`src/rtl/neuro_pkg.sv`:
```
// Shared types and helpers for the neuron array controller.
//   ctrl_state_t : top-level sequencing states
//   cfg_field_t  : per-neuron config field order as presented on the word port
//   clog2_min1() : ceil(log2(value)), never less than 1
package neuro_pkg;

    typedef enum logic [1:0] {
        IDLE  = 2'd0,
        CFG   = 2'd1,
        RUN   = 2'd2,
        DRAIN = 2'd3
    } ctrl_state_t;

    typedef enum logic [1:0] {
        F_VMEM     = 2'd0,
        F_MU       = 2'd1,
        F_NEURONI  = 2'd2,
        F_Q        = 2'd3
    } cfg_field_t;

    localparam int ACTIVE_BITS_W = 4;

    // Smallest b >= 1 with 2**b >= value.
    function automatic int clog2_min1(input int unsigned value);
        int result;
        result = 1;
        for (int i = 1; i < 32; i++) begin
            if ((32'd1 << (i - 1)) < value) begin
                result = i;
            end
        end
        return result;
    endfunction

endpackage

```
`src/rtl/neuro_state_readout_ser.sv`:
```
// state_readout_ser: owns the per-neuron spin state vector.
//   - Toggles state[spike_id] on a valid non-zero spike while running,
//     ignoring ids at or beyond the active count.
//   - While draining, presents the vector as RD_WIDTH-bit words, lowest
//     neuron first; bits at or beyond the active count read as 0.
// Ports:
//   i_clk, i_reset       clock, async active-high reset (state -> all ones)
//   i_clear              soft restart: rewinds the word pointer, state kept
//   i_run, i_drain       phase qualifiers from the controller FSM
//   i_active_cnt         number of active neurons (1..NUM_NEURON)
//   i_spike_*            spike event from the network
//   o_out_valid/data/last, i_out_ready   readout stream
//   o_last_taken         combinational: final word handshaken this cycle
//   o_read_done          one-cycle pulse the cycle after the final handshake
module state_readout_ser
    import neuro_pkg::*;
#(
    parameter int NUM_NEURON = 256,
    parameter int ID_WIDTH   = 8,
    parameter int TEN_WIDTH  = 2,
    parameter int RD_WIDTH   = 16
) (
    input  logic                 i_clk,
    input  logic                 i_reset,
    input  logic                 i_clear,
    input  logic                 i_run,
    input  logic                 i_drain,
    input  logic [ID_WIDTH:0]    i_active_cnt,
    input  logic                 i_spike_valid,
    input  logic [ID_WIDTH-1:0]  i_spike_id,
    input  logic [TEN_WIDTH-1:0] i_spike_val,
    output logic                 o_out_valid,
    input  logic                 i_out_ready,
    output logic [RD_WIDTH-1:0]  o_out_data,
    output logic                 o_out_last,
    output logic                 o_last_taken,
    output logic                 o_read_done
);

    localparam int NUM_WORDS  = (NUM_NEURON + RD_WIDTH - 1) / RD_WIDTH;
    localparam int WORD_W     = clog2_min1(NUM_WORDS);
    // Word table is sized to a power of two so the pointer indexes it exactly.
    localparam int WORD_SLOTS = 1 << WORD_W;
    localparam int PAD        = WORD_SLOTS * RD_WIDTH;

    logic [NUM_NEURON-1:0] r_state;
    logic [WORD_W-1:0]     r_word;
    logic                  r_read_done;

    logic [PAD-1:0]        w_padded;
    logic [PAD-1:0]        w_masked;
    logic [RD_WIDTH-1:0]   w_words [WORD_SLOTS];
    logic [WORD_W-1:0]     w_last_word;
    logic                  w_hit;
    logic                  w_fire;

    always_comb begin
        w_padded = '0;
        w_padded[NUM_NEURON-1:0] = r_state;
    end

    genvar g;
    for (g = 0; g < PAD; g++) begin : g_mask
        assign w_masked[g] = w_padded[g] & (32'(g) < 32'(i_active_cnt));
    end

    for (g = 0; g < WORD_SLOTS; g++) begin : g_word
        assign w_words[g] = w_masked[g*RD_WIDTH +: RD_WIDTH];
    end

    // Active count is never 0 (clamped upstream), so the subtraction is safe.
    assign w_last_word = WORD_W'((32'(i_active_cnt) - 32'd1) / RD_WIDTH);

    assign w_hit = i_run && i_spike_valid && (i_spike_val != '0)
                   && (32'(i_spike_id) < 32'(i_active_cnt));

    assign o_out_valid  = i_drain;
    assign o_out_data   = i_drain ? w_words[r_word] : '0;
    assign o_out_last   = i_drain && (r_word == w_last_word);
    assign w_fire       = i_drain && i_out_ready && !i_clear;
    assign o_last_taken = w_fire && o_out_last;
    assign o_read_done  = r_read_done;

    always_ff @(posedge i_clk or posedge i_reset) begin
        if (i_reset) begin
            r_state     <= '1;
            r_word      <= '0;
            r_read_done <= 1'b0;
        end else begin
            r_read_done <= o_last_taken;
            if (i_clear) begin
                r_word <= '0;
            end else if (w_fire) begin
                r_word <= o_out_last ? '0 : r_word + WORD_W'(1);
            end
            for (int i = 0; i < NUM_NEURON; i++) begin
                if (w_hit && (i_spike_id == ID_WIDTH'(i))) begin
                    r_state[i] <= ~r_state[i];
                end
            end
        end
    end

endmodule

```
`src/rtl/neuro_array_ctrl.sv`:
```
// neuro_array_ctrl: sequencing controller for a NUM_NEURON neuron array.
//   Loads the active neuron count, streams per-neuron config words to the
//   array, gates the run phase and hands state readout to state_readout_ser.
// Ports:
//   i_clk, i_reset                      clock, async active-high reset
//   i_restart                           sync return to IDLE (state, count kept)
//   i_in_valid/o_in_ready/i_in_data     input word port
//   o_cfg_we/neuron/field/data, i_cfg_ack   config write, held until ack
//   o_run_en                            array / network enable
//   i_spike_valid/id/val                spike events
//   i_rd_req                            request a state readout
//   o_out_valid/data/last, i_out_ready  readout stream
//   o_read_done                         pulse after final readout word
//   o_active_cnt, o_active_bits         active count and its ceil(log2)
//
// state | meaning
// IDLE  | accept count words; BEGIN_WORD starts configuration
// CFG   | one config write per accepted word, waits for cfg_ack
// RUN   | array enabled, spikes toggle neuron states
// DRAIN | array halted, state vector streamed out
module neuro_array_ctrl
    import neuro_pkg::*;
#(
    parameter int DATA_WIDTH = 16,
    parameter int TEN_WIDTH  = 2,
    parameter int NUM_NEURON = 256,
    parameter int ID_WIDTH   = 8,
    parameter int CFG_FIELDS = 4,
    parameter int RD_WIDTH   = 16,
    parameter logic [DATA_WIDTH-1:0] BEGIN_WORD = '1,
    localparam int FIELD_W   = clog2_min1(CFG_FIELDS)
) (
    input  logic                     i_clk,
    input  logic                     i_reset,
    input  logic                     i_restart,
    input  logic                     i_in_valid,
    output logic                     o_in_ready,
    input  logic [DATA_WIDTH-1:0]    i_in_data,
    output logic                     o_cfg_we,
    output logic [ID_WIDTH-1:0]      o_cfg_neuron,
    output logic [FIELD_W-1:0]       o_cfg_field,
    output logic [DATA_WIDTH-1:0]    o_cfg_data,
    input  logic                     i_cfg_ack,
    output logic                     o_run_en,
    input  logic                     i_spike_valid,
    input  logic [ID_WIDTH-1:0]      i_spike_id,
    input  logic [TEN_WIDTH-1:0]     i_spike_val,
    input  logic                     i_rd_req,
    output logic                     o_out_valid,
    input  logic                     i_out_ready,
    output logic [RD_WIDTH-1:0]      o_out_data,
    output logic                     o_out_last,
    output logic                     o_read_done,
    output logic [ID_WIDTH:0]        o_active_cnt,
    output logic [ACTIVE_BITS_W-1:0] o_active_bits
);

    localparam logic [FIELD_W-1:0]       LAST_FIELD = FIELD_W'(CFG_FIELDS - 1);
    localparam logic [ID_WIDTH:0]        FULL_CNT   = (ID_WIDTH + 1)'(NUM_NEURON);
    localparam logic [ACTIVE_BITS_W-1:0] FULL_BITS  = ACTIVE_BITS_W'(clog2_min1(NUM_NEURON));

    ctrl_state_t              r_state;
    ctrl_state_t              w_next_state;
    logic                     r_cfg_we;
    logic [DATA_WIDTH-1:0]    r_cfg_data;
    logic [ID_WIDTH-1:0]      r_neuron;
    logic [FIELD_W-1:0]       r_field;
    logic [ID_WIDTH:0]        r_active_cnt;
    logic [ACTIVE_BITS_W-1:0] r_active_bits;

    logic                     w_in_fire;
    logic                     w_is_begin;
    logic                     w_cfg_done;
    logic                     w_cfg_last;
    logic [ID_WIDTH:0]        w_clamped_cnt;
    logic                     w_ser_run;
    logic                     w_ser_drain;
    logic                     w_last_taken;

    assign w_in_fire  = i_in_valid && o_in_ready;
    assign w_is_begin = (i_in_data == BEGIN_WORD);
    assign w_cfg_done = r_cfg_we && i_cfg_ack;
    assign w_cfg_last = (r_field == LAST_FIELD)
                        && ((ID_WIDTH + 1)'(r_neuron) == r_active_cnt - (ID_WIDTH + 1)'(1));

    // A count of 0 or anything above the physical array means "use all of it".
    always_comb begin
        w_clamped_cnt = (ID_WIDTH + 1)'(i_in_data);
        if ((i_in_data == '0) || (32'(i_in_data) > NUM_NEURON)) begin
            w_clamped_cnt = FULL_CNT;
        end
    end

    always_ff @(posedge i_clk or posedge i_reset) begin
        if (i_reset) begin
            r_state <= IDLE;
        end else begin
            r_state <= w_next_state;
        end
    end

    always_comb begin
        w_next_state = r_state;
        o_in_ready   = 1'b0;
        o_run_en     = 1'b0;
        case (r_state)
            IDLE: begin
                o_in_ready = 1'b1;
                if (i_in_valid && w_is_begin) begin
                    w_next_state = CFG;
                end
            end
            CFG: begin
                // Ready only between writes: the pending write must be acked first.
                o_in_ready = !r_cfg_we;
                if (w_cfg_done && w_cfg_last) begin
                    w_next_state = RUN;
                end
            end
            RUN: begin
                o_run_en = 1'b1;
                if (i_rd_req) begin
                    w_next_state = DRAIN;
                end
            end
            DRAIN: begin
                if (w_last_taken) begin
                    w_next_state = RUN;
                end
            end
            default: w_next_state = IDLE;
        endcase
        if (i_restart) begin
            w_next_state = IDLE;
        end
    end

    always_ff @(posedge i_clk or posedge i_reset) begin
        if (i_reset) begin
            r_cfg_we      <= 1'b0;
            r_cfg_data    <= '0;
            r_neuron      <= '0;
            r_field       <= '0;
            r_active_cnt  <= FULL_CNT;
            r_active_bits <= FULL_BITS;
        end else begin
            r_active_bits <= ACTIVE_BITS_W'(clog2_min1(32'(r_active_cnt)));
            if (i_restart) begin
                r_cfg_we <= 1'b0;
                r_neuron <= '0;
                r_field  <= '0;
            end else begin
                case (r_state)
                    IDLE: begin
                        if (w_in_fire) begin
                            if (w_is_begin) begin
                                r_neuron <= '0;
                                r_field  <= '0;
                            end else begin
                                r_active_cnt <= w_clamped_cnt;
                            end
                        end
                    end
                    CFG: begin
                        if (w_cfg_done) begin
                            r_cfg_we <= 1'b0;
                            if (r_field == LAST_FIELD) begin
                                r_field  <= '0;
                                r_neuron <= w_cfg_last ? '0 : r_neuron + ID_WIDTH'(1);
                            end else begin
                                r_field <= r_field + FIELD_W'(1);
                            end
                        end else if (w_in_fire) begin
                            r_cfg_we   <= 1'b1;
                            r_cfg_data <= i_in_data;
                        end
                    end
                    default: ;
                endcase
            end
        end
    end

    assign o_cfg_we      = r_cfg_we;
    assign o_cfg_neuron  = r_neuron;
    assign o_cfg_field   = r_field;
    assign o_cfg_data    = r_cfg_data;
    assign o_active_cnt  = r_active_cnt;
    assign o_active_bits = r_active_bits;

    assign w_ser_run   = (r_state == RUN) && !i_restart;
    assign w_ser_drain = (r_state == DRAIN);

    state_readout_ser #(
        .NUM_NEURON (NUM_NEURON),
        .ID_WIDTH   (ID_WIDTH),
        .TEN_WIDTH  (TEN_WIDTH),
        .RD_WIDTH   (RD_WIDTH)
    ) u_state_readout_ser (
        .i_clk         (i_clk),
        .i_reset       (i_reset),
        .i_clear       (i_restart),
        .i_run         (w_ser_run),
        .i_drain       (w_ser_drain),
        .i_active_cnt  (r_active_cnt),
        .i_spike_valid (i_spike_valid),
        .i_spike_id    (i_spike_id),
        .i_spike_val   (i_spike_val),
        .o_out_valid   (o_out_valid),
        .i_out_ready   (i_out_ready),
        .o_out_data    (o_out_data),
        .o_out_last    (o_out_last),
        .o_last_taken  (w_last_taken),
        .o_read_done   (o_read_done)
    );

endmodule
```
`config.mk`:
```
export PLATFORM = sky130hd
export DESIGN_NAME = neuro_array_ctrl
export DESIGN_NICKNAME = d
export VERILOG_FILES = /design/src/rtl/neuro_pkg.sv /design/src/rtl/neuro_state_readout_ser.sv /design/src/rtl/neuro_array_ctrl.sv
export SDC_FILE = /design/constraint.sdc
export NUM_CORES = 1
export LEC_CHECK = 0
export CORE_MARGIN = 3
export CORE_UTILIZATION = 30
export DETAILED_ROUTE_END_ITERATION = 8
export PLACE_DENSITY_LB_ADDON = 0.08
export SLEW_MARGIN = 20
export SYNTH_ARGS = -nofsm -noshare
export SYNTH_HDL_FRONTEND = slang
export SYNTH_HIERARCHICAL = 1
export SYNTH_SLANG_ARGS = --single-unit
```
`constraint.sdc`:
```
create_clock -name i_clk -period 8.2 [get_ports i_clk]
set_input_delay 1.64 -clock i_clk [delete_from_list [all_inputs] [get_ports i_clk]]
set_output_delay 1.64 -clock i_clk [all_outputs]
set_load 0.05 [all_outputs]
```
# Word-level counts from Yosys, hierarchy flattened
# Cells that the tools add are included.
# op_classes
addsub	5
n_mul	0
div	0
n_lt_le_gt_ge	260
eq_ne	270
n_shift	0
mux	41
bitwise_logic	516
n_reduce_logical	286
# op_table
op	n
$lt 8x9->1 const A	128
$eq 8x8->1 const B	128
$lt 7x9->1 const A	64
$eq 8x7->1 const B	64
$lt 6x9->1 const A	32
$logic_and 1x1->1	269
$not 1->1	259
$and 1x1->1	256
$eq 8x6->1 const B	32
$lt 5x9->1 const A	16
$eq 8x5->1 const B	16
$lt 4x9->1 const A	8
$bmux 16 s4	1
$eq 8x4->1 const B	8
$mux 16	3
$mux 8	6
$mux 4	10
$lt 3x9->1 const A	4
$eq 8x3->1 const B	4
$ne 3x3->1 const B	8
$mux 2	11
$lt 1x9->1 const A	2
$lt 2x9->1 const A	2
$eq 16x16->1 const B	1
other kinds (32)	46
# word_totals
regBits	303
latchBits	0
mem_bits_rw	0
rom_bits	0
inputBits	34
output_inout_bits	61
wordCells	1643
mem_count	0

# Logic depth before layout (Yosys ltp)
# depth
ltp_word	9
depth_mapped	13
depth_no_buf	8

# Cells and area by module
# The synthesis kept the hierarchy.
# by_module_without_submodules
module	instances	cells_per_inst	area_per_inst_um2	seq_area_each_um2
state_readout_ser	1	1805	16163.0	6851.6
neuro_array_ctrl	1	220	2292.2	1053.5

# Least setup slack after synthesis
# No wires, ideal clock.
# synth_timing
kind	register to output
start	reg r_active_cnt[8], in the netlist o_active_cnt[8]
end	out o_out_data[9]
arrival_ns	3.542
required_time_ns	6.560
path_slack_ns	3.018
stages_incl_launch_ff	11
n_path_buf	4
path_cell_list	dfstp_2 > buf_2 > buf_2 > buf_2 > a21oi_2 > nor2_1 > buf_2 > o211ai_1 > nand3_1 > nand3_1 > a311oi_1
# synth_between
elab_chain_len	6
elab_cells_between_ends	36
cone_classes	order compare (16); mux (4); bitwise (16)
# synth_rtl
element	line_no	source
from (decl)	neuro_array_ctrl.sv:68	logic [ID_WIDTH:0] r_active_cnt;
from (signal assigned)	neuro_array_ctrl.sv:160	r_active_cnt <= w_clamped_cnt;
$lt 8x9->1, or another cell as far along	neuro_state_readout_ser.sv:64	assign w_masked[g] = w_padded[g] & (32'(g) < 32'(i_active_cnt));
$and 1x1->1	neuro_state_readout_ser.sv:64	
$bmux 16 s4 *	neuro_state_readout_ser.sv:78	assign o_out_data = i_drain ? w_words[r_word] : '0;
$mux 16 (implied by the code) * (2 in series)	neuro_state_readout_ser.sv:78	
$mux 16 *	neuro_state_readout_ser.sv:78	
to (decl)	neuro_array_ctrl.sv:51	output logic [RD_WIDTH-1:0] o_out_data,
# Every way passes the cells marked *; elsewhere a longest branch is shown, timed or not. The select of a mux whose other input is x is not followed.

# Worst setup path after layout
# layout_timing
start	reg r_active_cnt[4], in the netlist o_active_cnt[4]
end	out o_out_data[1]
# layout_between
elab_chain_len	6
elab_cells_between_ends	36
cone_classes	order compare (16); mux (4); bitwise (16)
# layout_rtl
element	line_no
$lt 8x9->1, or another cell as far along	neuro_state_readout_ser.sv:64
$and 1x1->1	neuro_state_readout_ser.sv:64
$bmux 16 s4 *	neuro_state_readout_ser.sv:78
$mux 16 (implied by the code) * (2 in series)	neuro_state_readout_ser.sv:78
$mux 16 *	neuro_state_readout_ser.sv:78
# Marked as above.

==> impl_metrics.yaml <==
logic_synthesis:
  synthesis.yosys.warnings: 6
  synthTopCellsByCount: "sky130_fd_sc_hd__nand2_1 (325), sky130_fd_sc_hd__dfstp_2 (258), sky130_fd_sc_hd__xnor2_1 (189)"
  synth_top_area_share_pct: 36.73
  postSynthCellCount: 2025
  post_synth.cell_area_avg_um2: 9.114
  synthesis.nets: 2070
  synth-async-reset-ratio_pct: 100.0
  netlist_top_cells_area: "sky130_fd_sc_hd__dfstp_2 (37%), sky130_fd_sc_hd__xnor2_1 (9.0%), sky130_fd_sc_hd__nand2_1 (6.6%), sky130_fd_sc_hd__dfrtp_1 (6.1%), sky130_fd_sc_hd__xor2_1 (4.2%)"
  synth.lib_cells_used.distinct: 86
  synth_top_area_cell: "sky130_fd_sc_hd__dfstp_2"
  flip_flop_and_latch_count_after_synthesis: 303
  yosysSeqAreaShare_pct: 42.83
  yosys.cell_count.top_type: "sky130_fd_sc_hd__nand2_1"
  synth-edff-count: 0
  postSynth.topFlopCell: "sky130_fd_sc_hd__dfstp_2"
  syn-cell-area_um2: 18460
clock_network:
  cts_buffer_count: 38
  clock-root-buffer: "sky130_fd_sc_hd__clkbuf_16"
  htreeDepth: 2
  clk-insertion-delay-late_ps: 580
  cts.repair.resized: 0
  postCtsHoldBufs: 0
  cts_sinks: 303
  cts_buffer_depth: 3
  cts_tree: "built"
  clkSlewWorstSetupHoldPaths_ps: 60
  postCtsSetupBuffers: 0
layout:
  fin_nets: 2117
  multiInputGateArea_um2: 9799
  drive_gt1_share_pct: 22.43
  filler_cell_count: 6196
  num_antenna_cells: 0
  syn_to_final_growth_pct: 17.02
  register_area_um2: 7919
sta:
  worstMarginPinSlew_ps: 1187
  setup-violations-final: 0
  layout_min_cycle_time_ps: 6651
  worst_clock_skew_ps: 24.94
  totalNegativeSetupSlack_ps: 0
  rsz0062_at_grt: "no"
  maxClockFrequency_mhz: 150.3
  hold_viol_final: 0
  period_utilisation_layout_pct: 81.12
  remaining_max_slew_budget_at_the_tightest_pin_pct: 20.01
  hold-worst-slack_ps: 487.4
  slew_viol_final: 0
grt:
  combined_global_route_utilization_of_all_metal_layers_pct: 27.54
  grt_pass1_vias: 16595
  grt_max_degree: 156
  wire_length_of_the_first_global_routing_pass_um: 127500
  grt.overflow.total: 0
  antenna_found_initial: 0
worst_setup_path:
  cp-startpoint: "o_active_cnt[4]$_DFFE_PP0P_"
  cp_cell_sequence: "nand3_1 -> o21ai_0 -> nand3_1 -> nand3_1 -> a311oi_1 -> a211oi_1 -> clkdlybuf4s50_1"
  worstSetupStartpointType: "register"
  worstReg2RegEnd: "u_state_readout_ser/r_state[17]$_DFFE_PP1P_"
  critical_path.reg2reg.startpoint: "o_active_cnt[5]$_DFFE_PP0P_"
  worst-r2r-cell-count: 8
  most_used_cell_along_the_critical_path: "sky130_fd_sc_hd__nand3_1"
  worst_ep_arrival_time_ps: 5010
  cpPeakStageDelay_ps: 980
  critPathMaxFanout: 45
  critPathCaptureType: "output pin"
  cell_at_the_slowest_stage_of_the_critical_path: "sky130_fd_sc_hd__dfrtp_2"
  timing.setup.critical_path_class: "register to output pin"
  reg2reg_slack_ps: 3980
  critPathRequiredTime_ps: 6560
  worstSetupEndpoint: "o_out_data[1]"
die:
  rows: 90
  area_of_the_core_um2: 60580
  die_area_um2: 64530
  die_x_um: 254.0
  die_height_um: 254.0
  design.portCount: 95
  starting_density_pct: 30.46
detailed_routing:
  routed_wire_length_per_instance_um: 31.16
  drt-pass1-iter-count: 8
  via_per_inst: 5.854
  drtAntennaViolNets: 0
  wirelength_um: 89800
  remaining_drcs: 0
  vias: 16872
  drt-initial-drc-count: 1777
power:
  leakage_nw: 7.527
  share_seq_of_total_power_pct: 44.8
  net-switching-power_mw: 0.8263
  fraction_of_power_consumed_by_combinational_cells_pct: 4.6
  power_per_cell_area_nw_per_um2: 157.0
  vdd_ir_drop_max_mv: 0.1210
  swShare_pct: 24.37
  p_int_mw: 2.564
  power.share.clock_pct: 50.6
run:
  timing.max_cap.violations: 0
place:
  buffers_added_on_ports: 94
  place_congestion: 0.9732
  dp_hpwl_um: 62690
min_path:
  min_path_type: "register to register"
run_status:
  outcome: "complete, no violations"
[area by class of cell]
cell class / count / share of cell area (%)
Clock buffer: 57 / 5.295
Clock inverter: 11 / 0.6199
Inverter: 33 / 0.5910
Multi-Input combinational cell: 1530 / 45.38
Sequential cell: 303 / 36.67
Tap cell: 782 / 4.531
Timing Repair Buffer: 166 / 6.918
[flip-flops by register name (all words and copies together) (netlist names)]
| name | cells |
|---|---|
| u_state_readout_ser/r_state | 256 |
| o_cfg_data | 16 |
| o_active_cnt | 9 |
| o_cfg_neuron | 8 |
| o_active_bits | 4 |
| u_state_readout_ser/r_word | 4 |
| o_cfg_field | 2 |
| r_state | 2 |
| o_cfg_we | 1 |
| u_state_readout_ser/o_read_done | 1 |
[cells by family after synthesis]
group | Yosys count | share of synthesized area (%)
simple gates | 745 | 18.74
compound gates | 473 | 18.67
flops | 303 | 42.83
xor+xnor | 277 | 13.15
buf+inv | 192 | 4.447
mux | 24 | 1.417
fa+ha+maj | 11 | 0.7458
[cell usage in the layout (no fill, tap or decap), types with 9 or more instances in the layout]
master and n:
sky130_fd_sc_hd__a311oi_1 25, sky130_fd_sc_hd__nand3_1 101, sky130_fd_sc_hd__nor2b_1 14, sky130_fd_sc_hd__dfstp_2 258, sky130_fd_sc_hd__o2111ai_1 20, sky130_fd_sc_hd__nand2_1 325
sky130_fd_sc_hd__clkdlybuf4s50_1 94, sky130_fd_sc_hd__a31oi_1 37, sky130_fd_sc_hd__xor2_1 88, sky130_fd_sc_hd__o21ai_0 73, sky130_fd_sc_hd__nand2b_1 19, sky130_fd_sc_hd__nand4_1 27
sky130_fd_sc_hd__a22o_1 9, sky130_fd_sc_hd__inv_1 28, sky130_fd_sc_hd__mux2_2 17, sky130_fd_sc_hd__a21o_1 10, sky130_fd_sc_hd__a32o_1 10, sky130_fd_sc_hd__a211oi_1 13
sky130_fd_sc_hd__dfrtp_1 36, sky130_fd_sc_hd__nor2_2 10, sky130_fd_sc_hd__a21oi_1 89, sky130_fd_sc_hd__clkbuf_8 10, sky130_fd_sc_hd__buf_4 71, sky130_fd_sc_hd__ha_1 11
sky130_fd_sc_hd__nor4_1 22, sky130_fd_sc_hd__clkbuf_16 39, sky130_fd_sc_hd__o211ai_1 69, sky130_fd_sc_hd__nor3_1 21, sky130_fd_sc_hd__a211oi_4 9, sky130_fd_sc_hd__xnor2_1 189
sky130_fd_sc_hd__nor2_1 136
[worst max-delay path, delay by kind of cell (launching register included)]
family / cells / cell delay [ps]
AOI/OAI and AO/OA: 3 / 1480
and+or+nand+nor: 3 / 1030
DFF: 1 / 980
buffers and inverters: 1 / 930
[layer usage]
layer	GRT usage, %	wire length [um]	vias up
li1	-	-	7302
met1	39.96	40930	8509
met2	40.01	37800	870
met3	5.301	7148	191
met4	11.19	3922	0
met5	0	0	-
[per-stage QoR]
| stage | std cells | util, % | power [mW] | area [um2] | setup slack (ps) |
|---|---|---|---|---|---|
| 2_1_floorplan | 2025 | - | 1.624 | 18460 | 3018 |
| 3_3_place_gp | 2814 | 33.52 | 1.697 | 20300 | 2244 |
| 3_5_place_dp | 2814 | 33.52 | 1.698 | 20300 | 2276 |
| 4_1_cts | 2882 | 35.62 | 3.442 | 21580 | 1612 |
| 5_1_grt | 2882 | 35.65 | 3.512 | 21600 | 1428 |
| 6_report | 2882 | 35.65 | 3.391 | 21600 | 1549 |
[worst min path at each step]
stage / start / slack, ps / endpoint / depth (start not counted)
4_1_cts: u_state_readout_ser/r_state[243]$_DFFE_PP1P_ / 490 / u_state_readout_ser/r_state[243]$_DFFE_PP1P_ / 1
3_5_place_dp: u_state_readout_ser/r_state[243]$_DFFE_PP1P_ / 480 / u_state_readout_ser/r_state[243]$_DFFE_PP1P_ / 1
3_3_place_gp: u_state_readout_ser/r_state[241]$_DFFE_PP1P_ / 480 / u_state_readout_ser/r_state[241]$_DFFE_PP1P_ / 1
5_1_grt: u_state_readout_ser/r_state[243]$_DFFE_PP1P_ / 490 / u_state_readout_ser/r_state[243]$_DFFE_PP1P_ / 1
6_report: u_state_readout_ser/r_state[243]$_DFFE_PP1P_ / 490 / u_state_readout_ser/r_state[243]$_DFFE_PP1P_ / 1
2_1_floorplan: u_state_readout_ser/r_state[39]$_DFFE_PP1P_ / 470 / u_state_readout_ser/r_state[39]$_DFFE_PP1P_ / 1
[power by group through the flow]
stage | Combinational [mW] | Clock [mW] | Sequential, mW
3_5_place_dp | 0.157 | 0 | 1.54
3_3_place_gp | 0.156 | 0 | 1.54
6_report | 0.155 | 1.72 | 1.52
4_1_cts | 0.157 | 1.77 | 1.52
2_1_floorplan | 0.0632 | 0 | 1.56
5_1_grt | 0.166 | 1.83 | 1.52
Power figures use the tool's default switching activity.
